--- src/rtl/ram_xfer_engine.sv ---
// RAM-to-RAM transfer sequencer: streams COPY (src->dst), FILL (pattern->dst) or
// CHECK (src vs pattern) one element per cycle, tracking in-flight reads in a shift pipeline.
module ram_xfer_engine #(
  parameter int AW     = 24,
  parameter int DW     = 32,
  parameter int LW     = 16,
  parameter int RD_LAT = 1
) (
  input  logic          clk_i,
  input  logic          rst_ni,
  input  logic          start_i,
  input  logic [1:0]    mode_i,
  input  logic          abort_i,
  input  logic [AW-1:0] src_base_i,
  input  logic [AW-1:0] dst_base_i,
  input  logic [LW-1:0] len_i,
  input  logic [DW-1:0] pattern_i,
  input  logic          pat_inc_i,
  output logic          busy_o,
  output logic          done_o,
  output logic          aborted_o,
  output logic [LW-1:0] err_cnt_o,
  output logic [AW-1:0] first_err_addr_o,
  output logic [AW-1:0] src_addr_o,
  output logic          src_ren_o,
  input  logic [DW-1:0] src_rdata_i,
  output logic [AW-1:0] dst_addr_o,
  output logic          dst_wen_o,
  output logic [DW-1:0] dst_wdata_o
);

  typedef enum logic [1:0] {S_IDLE, S_RUN, S_DRAIN, S_DONE} state_t;

  localparam logic [1:0] M_COPY  = 2'd0;
  localparam logic [1:0] M_FILL  = 2'd1;
  localparam logic [1:0] M_CHECK = 2'd2;
  localparam logic [RD_LAT-1:0] RET_BIT = RD_LAT'(1) << (RD_LAT - 1);

  state_t        state_q;
  logic [1:0]    mode_q;
  logic [AW-1:0] src_base_q, dst_base_q;
  logic [LW-1:0] len_q, idx_q, iss_idx_q;
  logic [DW-1:0] pattern_q;
  logic          pat_inc_q;
  logic [RD_LAT-1:0] vld_q;
  logic [LW-1:0] pidx_q [RD_LAT];

  logic          busy_q, done_q, aborted_q;
  logic [LW-1:0] err_cnt_q;
  logic [AW-1:0] first_err_q, src_addr_q, dst_addr_q;
  logic          src_ren_q, dst_wen_q;
  logic [DW-1:0] dst_wdata_q;

  logic          active, discard, ret_valid, reads_older, copy_pend, drained, last_issue, is_read;
  logic [LW-1:0] ret_idx, err_cnt_d;
  logic [DW-1:0] ret_pat_d, iss_pat_d;

  assign active      = (state_q == S_RUN) || (state_q == S_DRAIN);
  assign discard     = aborted_q || (abort_i && active);
  assign ret_valid   = vld_q[RD_LAT-1];
  assign ret_idx     = pidx_q[RD_LAT-1];
  assign reads_older = |(vld_q & ~RET_BIT);
  assign copy_pend   = (mode_q == M_COPY) && ret_valid && !discard;
  // Reads landing this edge in CHECK mode are consumed now; COPY needs one more cycle to write.
  assign drained     = !src_ren_q && !reads_older && !copy_pend;
  assign last_issue  = (idx_q + LW'(1)) == len_q;
  assign is_read     = (mode_q == M_COPY) || (mode_q == M_CHECK);
  assign ret_pat_d   = pattern_q + (pat_inc_q ? DW'(ret_idx) : '0);
  assign iss_pat_d   = pattern_q + (pat_inc_q ? DW'(idx_q) : '0);
  assign err_cnt_d   = (&err_cnt_q) ? err_cnt_q : err_cnt_q + LW'(1);

  always_ff @(posedge clk_i or negedge rst_ni) begin
    if (!rst_ni) begin
      state_q     <= S_IDLE;
      mode_q      <= '0;
      src_base_q  <= '0;
      dst_base_q  <= '0;
      len_q       <= '0;
      idx_q       <= '0;
      iss_idx_q   <= '0;
      pattern_q   <= '0;
      pat_inc_q   <= 1'b0;
      vld_q       <= '0;
      for (int k = 0; k < RD_LAT; k++) pidx_q[k] <= '0;
      busy_q      <= 1'b0;
      done_q      <= 1'b0;
      aborted_q   <= 1'b0;
      err_cnt_q   <= '0;
      first_err_q <= '0;
      src_addr_q  <= '0;
      src_ren_q   <= 1'b0;
      dst_addr_q  <= '0;
      dst_wen_q   <= 1'b0;
      dst_wdata_q <= '0;
    end else begin
      src_ren_q <= 1'b0;
      dst_wen_q <= 1'b0;
      done_q    <= 1'b0;

      for (int k = RD_LAT - 1; k > 0; k--) begin
        vld_q[k]  <= vld_q[k-1];
        pidx_q[k] <= pidx_q[k-1];
      end
      vld_q[0]  <= src_ren_q;
      pidx_q[0] <= iss_idx_q;

      if (ret_valid && !discard) begin
        if (mode_q == M_COPY) begin
          dst_wen_q   <= 1'b1;
          dst_addr_q  <= dst_base_q + AW'(ret_idx);
          dst_wdata_q <= src_rdata_i;
        end else if ((mode_q == M_CHECK) && (src_rdata_i != ret_pat_d)) begin
          err_cnt_q <= err_cnt_d;
          if (err_cnt_q == '0) first_err_q <= src_base_q + AW'(ret_idx);
        end
      end

      case (state_q)
        S_IDLE: begin
          if (start_i) begin
            mode_q      <= (mode_i == 2'd3) ? M_FILL : mode_i;
            src_base_q  <= src_base_i;
            dst_base_q  <= dst_base_i;
            len_q       <= len_i;
            pattern_q   <= pattern_i;
            pat_inc_q   <= pat_inc_i;
            idx_q       <= '0;
            aborted_q   <= 1'b0;
            err_cnt_q   <= '0;
            first_err_q <= '0;
            busy_q      <= 1'b1;
            state_q     <= S_RUN;
          end
        end
        S_RUN: begin
          if (abort_i) begin
            aborted_q <= 1'b1;
            state_q   <= S_DRAIN;
          end else if (idx_q == len_q) begin
            state_q <= S_DRAIN;
          end else begin
            idx_q <= idx_q + LW'(1);
            if (last_issue) state_q <= S_DRAIN;
            if (is_read) begin
              src_ren_q  <= 1'b1;
              src_addr_q <= src_base_q + AW'(idx_q);
              iss_idx_q  <= idx_q;
            end else begin
              dst_wen_q   <= 1'b1;
              dst_addr_q  <= dst_base_q + AW'(idx_q);
              dst_wdata_q <= iss_pat_d;
            end
          end
        end
        S_DRAIN: begin
          if (abort_i) aborted_q <= 1'b1;
          if (drained) begin
            done_q  <= 1'b1;
            state_q <= S_DONE;
          end
        end
        S_DONE: begin
          busy_q  <= 1'b0;
          state_q <= S_IDLE;
        end
        default: state_q <= S_IDLE;
      endcase
    end
  end

  assign busy_o           = busy_q;
  assign done_o           = done_q;
  assign aborted_o        = aborted_q;
  assign err_cnt_o        = err_cnt_q;
  assign first_err_addr_o = first_err_q;
  assign src_addr_o       = src_addr_q;
  assign src_ren_o        = src_ren_q;
  assign dst_addr_o       = dst_addr_q;
  assign dst_wen_o        = dst_wen_q;
  assign dst_wdata_o      = dst_wdata_q;

endmodule

--- config.mk ---
export PLATFORM = sky130hd
export DESIGN_NAME = ram_xfer_engine
export DESIGN_NICKNAME = d
export VERILOG_FILES = /design/src/rtl/ram_xfer_engine.sv
export SDC_FILE = /design/constraint.sdc
export NUM_CORES = 1
export LEC_CHECK = 0
export CAP_MARGIN = 5
export CELL_PAD_IN_SITES_DETAIL_PLACEMENT = 0
export CELL_PAD_IN_SITES_GLOBAL_PLACEMENT = 1
export CORE_MARGIN = 8
export CORE_UTILIZATION = 45
export DETAILED_ROUTE_END_ITERATION = 10
export GPL_ROUTABILITY_DRIVEN = 0
export PLACE_DENSITY_LB_ADDON = 0.1
export SYNTH_ARGS = -nofsm -noshare
export SYNTH_HDL_FRONTEND = slang
export SYNTH_SLANG_ARGS = --single-unit
--- constraint.sdc ---
create_clock -name clk_i -period 12.1 [get_ports clk_i]
set_clock_uncertainty 0.2 [all_clocks]
set_input_delay 2.42 -clock clk_i [delete_from_list [all_inputs] [get_ports clk_i]]
set_output_delay 2.42 -clock clk_i [all_outputs]
set_load 0.05 [all_outputs]
* Word level (Yosys, flattened, before mapping)
Index checks and enable logic that the tools add are counted.
** Word-level totals
- Bits of input ports :: 135
- Output and inout port bits :: 125
- Logic and storage cells :: 125
- Register bits after elaboration :: 275
** Operators by class
- Muxes and demuxes :: 54
- Reduce and logical (&&, ||, !) cells :: 26
- Add/sub/neg operators :: 8
- Equal/unequal tests :: 14
- Bitwise operators :: 2
** Operator list (count)
- 24-bit 2-to-1 mux :: 12
- 32-bit 2-to-1 mux :: 6
- 16-bit 2-to-1 mux :: 11
- 24-bit by 16-bit adder with 24-bit output :: 4
- 32-bit by 16-bit adder with 32-bit output :: 2
- 16-bit by 1-bit adder with 16-bit output (second input constant) :: 2
- 16-bit equality test :: 2
- 32-bit != test :: 1
- 16-bit case mux with 2 select lines :: 1
- 16-bit logical NOT :: 1
- 16-bit AND reduction :: 1
- 1-bit 2-to-1 mux :: 15
- 2-bit 2-to-1 mux :: 6
- 2-bit equality test (second input constant) :: 4
- 2-bit != test (second input constant) :: 4
- 2-bit case mux with 4 select lines :: 1
- 4-bit AND reduction :: 2
- 1-bit logical AND :: 6
- 3-bit AND reduction :: 2
- 2-bit nonzero test :: 3
- 2-bit logical NOT :: 2
- 4-bit by 3-bit != test with 1-bit output (second input constant) :: 1
- 1-bit case mux with 2 select lines :: 2
- 2-bit AND reduction :: 2
- other kinds (6) :: 11

* Longest topological paths before layout
- Word-level depth :: 11
- Gate-level depth with buffers :: 16
- Gate-level depth less buffers :: 14

* Worst setup path after synthesis
No wires, ideal clock.
- Path kind :: input -> register
- From :: in src_rdata_i[22]
- To :: reg first_err_q[4], in the netlist first_err_addr_o[4]
- Setup slack :: 7026 ps
- Path buffers :: 2
- Stages :: 12
- Required time :: 11766 ps
- Arrival time :: 4740 ps
- Setup time :: 134 ps
- Cell sequence :: xnor2_1 > or3_1 > a211oi_2 > nor2_1 > a2bb2oi_1 > o2111ai_1 > or4_1 > or4_1 > buf_2 > nand3_4 > buf_6 > o41ai_1
** Between the ends
- Longest elaborated chain between the ends :: 7
** Ends and longest elaborated chain
- start, declared :: line 26 : input logic [DW-1:0] src_rdata_i,
- 32-bit != test (*) :: line 112 : end else if ((mode_q == M_CHECK) && (src_rdata_i != ret_pat_d)) begin
- 1-bit logical AND (*) :: line 112
- 24-bit 2-to-1 mux (*) :: line 112
- 24-bit 2-to-1 mux (*) :: line 108 : if (mode_q == M_COPY) begin
- 24-bit 2-to-1 mux (*) :: line 107 : if (ret_valid && !discard) begin
- 24-bit 2-to-1 mux :: line 120 : if (start_i) begin
- 24-bit 2-to-1 mux (*) :: line 118 : case (state_q)
- end signal, assigned :: line 114 : if (err_cnt_q == '0) first_err_q <= src_base_q + AW'(ret_idx);
- end, declared :: line 50 : logic [AW-1:0] first_err_q, src_addr_q, dst_addr_q;
Every way passes the cells marked *; elsewhere a longest branch is shown, timed or not.
A chain may end at the register's enable or synchronous reset.

* Worst setup path in the final report
- From :: in src_rdata_i[26]
- To :: reg first_err_q[4], in the netlist first_err_addr_o[4]
The elaborated chain is that of the path after synthesis.

==> flow_metrics.env <==
export IMPL_tns_ns=0
export IMPL_io_pins=260
export IMPL_wl_per_cell_um=20.8
export IMPL_ys_types=83
export IMPL_portBuffers=259
export IMPL_grt_pass1_vias=16400
export IMPL_final_common_cell="nand2_1"
export IMPL_setup_viol=0
export IMPL_critPathMaxFanout=20
export IMPL_seqPwrFrac_pct=32.0
export IMPL_hp_class="flop to flop"
export IMPL_power_density_mw_per_mm2=225
export IMPL_tritoncts="built"
export IMPL_final_cell_mix="nand2_1, dfrtp_1, clkdlybuf4s50_1, nor2_1, o21ai_0"
export IMPL_synth_nets=2385
export IMPL_ys_seq_area_share_pct=38.2
export IMPL_syn_area_mm2=0.0180
export IMPL_drtIter0Drc=1238
export IMPL_antenna_found_initial=0
export IMPL_ys_flop_type="dfrtp_1"
export IMPL_ys_ff_latch=275
export IMPL_grt_ovfl_total=0
export IMPL_slowest_delay_ns=0.82
export IMPL_final_max_slew_viol_count=0
export IMPL_slowest_stage="or4_1"
export IMPL_dieArea_mm2=0.0467
export IMPL_hold_ws_ns=0.171
export IMPL_place_inst=2827
export IMPL_synthArstFlopShare_pct=100
export IMPL_synth_edf_count=0
export IMPL_area_growth_pct=22.4
export IMPL_cts_root_buffer="clkbuf_16"
export IMPL_required_ns=12.28
export IMPL_hold_viol=0
export IMPL_ant_nets=0
export IMPL_rsz0062_at_grt="false"
export IMPL_track_usage_pct=25.0
export IMPL_worstMarginPinSlew_ns=0.999
export IMPL_numCtsBuffers=35
export IMPL_post_cts_setup_buffers=0
export IMPL_ys_warn_count=0
export IMPL_synth_avg_cell_area_um2=8.42
export IMPL_status="finished clean"
export IMPL_hpwl_um=44500
export IMPL_cp_common_cell="or4_1"
export IMPL_dr_pass1_iters=7
export IMPL_maxCapViolCount=0
export IMPL_worstSetupEndpointType="flop"
export IMPL_crit_chain="clkdlybuf4s50_1 -> xor2_1 -> nor4_1 -> a211oi_2 -> nor2_1 -> or4_1 -> nor4_2 -> nand4_1 -> or4_1 -> nand3_4 -> o41ai_1"
export IMPL_fill_cells=3696
export IMPL_clock_path_buffers=3
export IMPL_yosys_area_top_type="dfrtp_1"
export IMPL_setup_slack_ns=6.33
export IMPL_power_total_mw=4.96
export IMPL_yosys_top_cells_area="dfrtp_1, nand2_1, ha_1"
export IMPL_relSlewSlack_pct=33.2
export IMPL_vias_per_cell=5.76
export IMPL_p_leak_nw=9.94
export IMPL_critical_path_class="primary input to flop"
export IMPL_clk_latency_ns=0.54
export IMPL_grt_pass1_wl_um=93800
export IMPL_synth_cells=2141
export IMPL_power_frac_clock_pct=21.0
export IMPL_power_switching_share_pct=45.5
export IMPL_coreArea_mm2=0.0396
export IMPL_core_rowCount=73
export IMPL_p_comb_share_pct=46.9
export IMPL_drc=0
export IMPL_fp_dieW_um=216
export IMPL_clkSinkCount=275
export IMPL_peakVddDrop_uv=142
export IMPL_max_freq_mhz=173
export IMPL_cts_clk_slew_worst_paths_ns=0.05
export IMPL_grt_max_degree=84
export IMPL_drive_gt1_share_pct=5.04
export IMPL_finalCritPeriodShare_pct=47.7
export IMPL_ctsResizeCount=0
export IMPL_die_h_um=216
export IMPL_instances_no_fill=2888
export IMPL_num_vias=16600
export IMPL_start_util_pct=45.5
export IMPL_nets=2583
export IMPL_cp_arrival_ns=5.95
export IMPL_fin_crit_ns=5.77
export IMPL_dp_slack_ns=5.79
export IMPL_synth_top_area_share_pct=38.2
export IMPL_drt_total_wl_um=60200
export IMPL_switchingPower_mw=2.26
export IMPL_internal_power_mw=2.71
export IMPL_htree_levels=2
export IMPL_num_antenna_cells=0
export IMPL_postCtsHoldBufs=0
export IMPL_setup_worst_path_start_class="primary input"
## flip-flops by register name, summed over array words and instances (netlist names), 24 cells and up
| signal | cells |
|---|---|
| first_err_addr_o | 24 |
| pattern_q | 32 |
| dst_wdata_o | 32 |
| dst_addr_o | 24 |
| src_addr_o | 24 |
| dst_base_q | 24 |
| src_base_q | 24 |
## final cells by class
cell class / count / area [um2] / area share (%)
multi-input cells: 1706 / 10500 / 47.6
flip-flops and latches: 275 / 6880 / 31.2
inverters: 48 / 180 / 0.816
well taps: 525 / 657 / 2.98
repair buffers: 273 / 2700 / 12.2
clock buffers: 49 / 1010 / 4.57
clock inverters: 12 / 124 / 0.561
## cell families (layout without fill, tap and decap cells)
kind of cell    Yosys count  after routing  share of synthesized area (%)
flops                   275            275                           38.2
buf+inv                 160            382                           3.70
fa+ha+maj               109            109                           7.81
compound gates          460            460                           16.6
simple gates            954            954                           24.6
xor+xnor                158            158                           7.67
mux                      25             25                           1.52
## synth_stat cells (7+ instances only)
master / n
o31ai_1: 16
a31o_1: 14
or3_1: 12
nor3_1: 49
ha_1: 103
inv_1: 48
nand2_1: 491
o211ai_1: 14
or4_1: 14
a21o_1: 24
a211oi_1: 21
o21ai_0: 118
nand4_1: 36
and4_1: 7
o21bai_1: 12
and2_1: 45
dfrtp_1: 275
nor4_1: 32
buf_2: 17
a21oi_1: 91
a31oi_1: 44
xor2_1: 70
o41ai_1: 11
mux2_2: 18
and3_1: 29
xnor2_1: 88
clkbuf_1: 81
o21a_1: 15
nor2_1: 124
nand3_1: 50
nor2b_1: 10
nand2b_1: 24
o21ai_1: 10
## stage by stage
step	util, %	area, um2
2_1_floorplan	-	18000
3_3_place_gp	52.8	20900
6_report	55.7	22100
5_1_grt	55.7	22100
4_1_cts	55.7	22100
3_5_place_dp	52.8	20900
## metal layers
| metal | global-route usage (%) | wire length [um] | vias up |
|---|---|---|---|
| met5 | 0 | 0 | - |
| met4 | 9.76 | 2210 | 0 |
| met3 | 4.50 | 3580 | 113 |
| met2 | 39.3 | 27300 | 519 |
| met1 | 33.8 | 27100 | 8041 |
| li1 | - | - | 7957 |
## path summary, 6_finish.rpt
| kind | startpoint | cells after the start | endpoint | slack, ns |
|---|---|---|---|---|
| setup / recovery | src_rdata_i[26] | 11 | first_err_addr_o[4] | 6.33 |
| hold / removal | iss_idx_q[14] | 0 | pidx_q[14] | 0.17 |
| setup reg to reg | pat_inc_q | 13 | first_err_addr_o[4] | 6.82 |
| hold reg to reg | iss_idx_q[14] | 0 | pidx_q[14] | 0.17 |
| max in group asynchronous | rst_ni | 3 | idx_q[4] | 7.85 |
| min in group asynchronous | rst_ni | 1 | err_cnt_o[3] | 1.65 |
## worst max-delay path: cells and delay by family
| family | cells | cell delay (ns) |
|---|---|---|
| simple gates | 7 | 2.13 |
| xor+xnor | 1 | 0.50 |
| compound gates | 2 | 0.37 |
| buf+inv | 1 | 0.52 |
## power groups by stage
stage	clock [mW]	combinational, mW	sequential [mW]
floorplan	0	1.20	1.92
global placement	0	2.29	1.59
detailed placement	0	2.32	1.60
CTS	1.06	2.33	1.59
global route	1.10	2.54	1.63
finish	1.04	2.33	1.59
No activity file was read; power rests on OpenSTA's default activity.
==> RTL edit: new RTL, config.mk and constraints unchanged <==
Set the parameter `LW` to 17 (it was 16).
--- a/src/rtl/ram_xfer_engine.sv
+++ b/src/rtl/ram_xfer_engine.sv
@@ -5,3 +5,3 @@
   parameter int DW     = 32,
-  parameter int LW     = 16,
+  parameter int LW     = 17,
   parameter int RD_LAT = 1
Ports: changed (resized err_cnt_o and len_i); port bits go from 260 to 262. The function was not compared with the original's and may differ.
==> RTL edit against the original RTL <==
Die area is 0.41% higher; power is 0.22% lower; synthesized area is 0.44% higher; sequential share of layout area is 0.38 points higher; highest routed layer unchanged; critical endpoint is now first_err_addr_o[12]; wire length is 1.7% lower; largest cell class unchanged; sequential cell count is 5 higher; cell area is 0.58% higher; worst setup slack worse by 0.43 ns; fmax is 7.0% lower.
==> RTL edit: results (changes against the original RTL) <==
- The total nets after synthesis is 2,367 (was 2,385).
- The mean area per synthesized cell is 8.56 um2 (was 8.42 um2).
- The stage delay of the slowest cell on the critical path is 0.49 ns (was 0.82 ns).
- The final wirelength is 59,100 um (was 60,200 um).
- The via count of the first global-routing pass is 16,300 (was 16,400).
- The share of layout cells above drive strength 1 is 4.86% (was 5.04%).
- Top cells by count, synth: 501 x nand2_1, 280 x dfrtp_1, 109 x ha_1 (was 491 x nand2_1, 275 x dfrtp_1, 124 x nor2_1).
- The number of instances in the placed design is 2,811 (was 2,827).
- The overall fraction of global-route tracks in use is 24.8% (was 25.0%).
- The count of different cell masters after synthesis is 79 (was 83).
- The mean number of vias per cell is 5.69 (was 5.76).
- Result of the run: finished, final reports clean (unchanged).
- The largest fanout on the critical path is 58 (was 20).
- The maximum ir drop on the vdd rail is 0.202 mV (was 0.142 mV).
- The maximum number of pins on one net before global-route repair is 165 (was 84).
- The placement-stage cell area is 0.0211 mm2 (was 0.0209 mm2).
- The relative max-transition margin came to 16.2% (was 33.2%).
- The depth of the worst register-to-register path came to 14 (was 13).
- The proportion of synthesized chip area in sequential cells is 38.7% (was 38.2%).
- The hold buffer count at cts came to 0 (unchanged).
- The layout net count is 2,574 (was 2,583).
- Main area contributors after synthesis: dfrtp_1 39%, nand2_1 10%, ha_1 7.5%, xnor2_1 4.7%, xor2_1 2.8% (was dfrtp_1 38%, nand2_1 10%, ha_1 7.1%, xnor2_1 4.3%, xor2_1 3.4%).
- The met1 track demand over resource in global routing is 32.8% (was 33.8%).
- The DRC violation total after the first TritonRoute iteration is 1,193 (was 1,238).
- The estimated wirelength of the detail-placed design was 43,800 um (was 44,500 um).
- The number of buffer cells added on primary ports is 261 (was 259).
- The wire length of the first global-routing pass is 93,000 um (was 93,800 um).
- The cell type of the slowest stage on the worst timing path is clkdlybuf4s50_1 (was or4_1).
- The number of iterations in the first detailed-routing pass was 5 (was 7).
- The non-filler instance count after layout came to 2,870 (was 2,888).
RTL edit: logic make-up after synthesis:
kind of cell	count (synthesis)	share of synthesized area (%)
simple gates	907	22.8
buf+inv	146	3.26
compound gates	469	17.0
xor+xnor	155	7.49
mux	44	2.65
flops	280	38.7
fa+ha+maj	115	8.19
RTL edit: routing by layer:
layer,wire [um],vias to the layer above
met3,3260,121
met1,26500,7877
met4,2090,0
met5,0,-
met2,27200,443
li1,-,7885
RTL edit: metrics by stage:
step                utilization, %  setup slack, ns
floorplan                        -             7.19
global placement              53.1             5.45
detailed placement            53.1             5.41
CTS                           55.9             5.96
global route                  55.9             5.63
finish                        55.9             5.90
RTL edit: path summary, 6_finish.rpt:
kind                       slack [ns]                    to             from
max                              5.90  first_err_addr_o[12]  src_rdata_i[13]
min                              0.17             pidx_q[0]     iss_idx_q[0]
max reg2reg                      6.45  first_err_addr_o[12]        pat_inc_q
min reg2reg                      0.17             pidx_q[0]     iss_idx_q[0]
max in group asynchronous        8.55        dst_wdata_o[2]           rst_ni
min in group asynchronous        1.71         err_cnt_o[11]           rst_ni
RTL edit: report_power, final:
| part | total [mW] | internal, mW | switching [mW] |
|---|---|---|---|
| registers | 1.61 | 1.25 | 0.355 |
| clock network | 1.03 | 0.612 | 0.421 |
| logic | 2.31 | 0.864 | 1.45 |
RTL edit: final cells by class:
class	count	area (um2)
Fill cell	3722	17500
Clock buffer	48	985
Timing Repair Buffer	272	2710
Tap cell	525	657
Clock inverter	11	120
Sequential cell	280	7010
Multi-Input combinational cell	1690	10600
Inverter	44	165
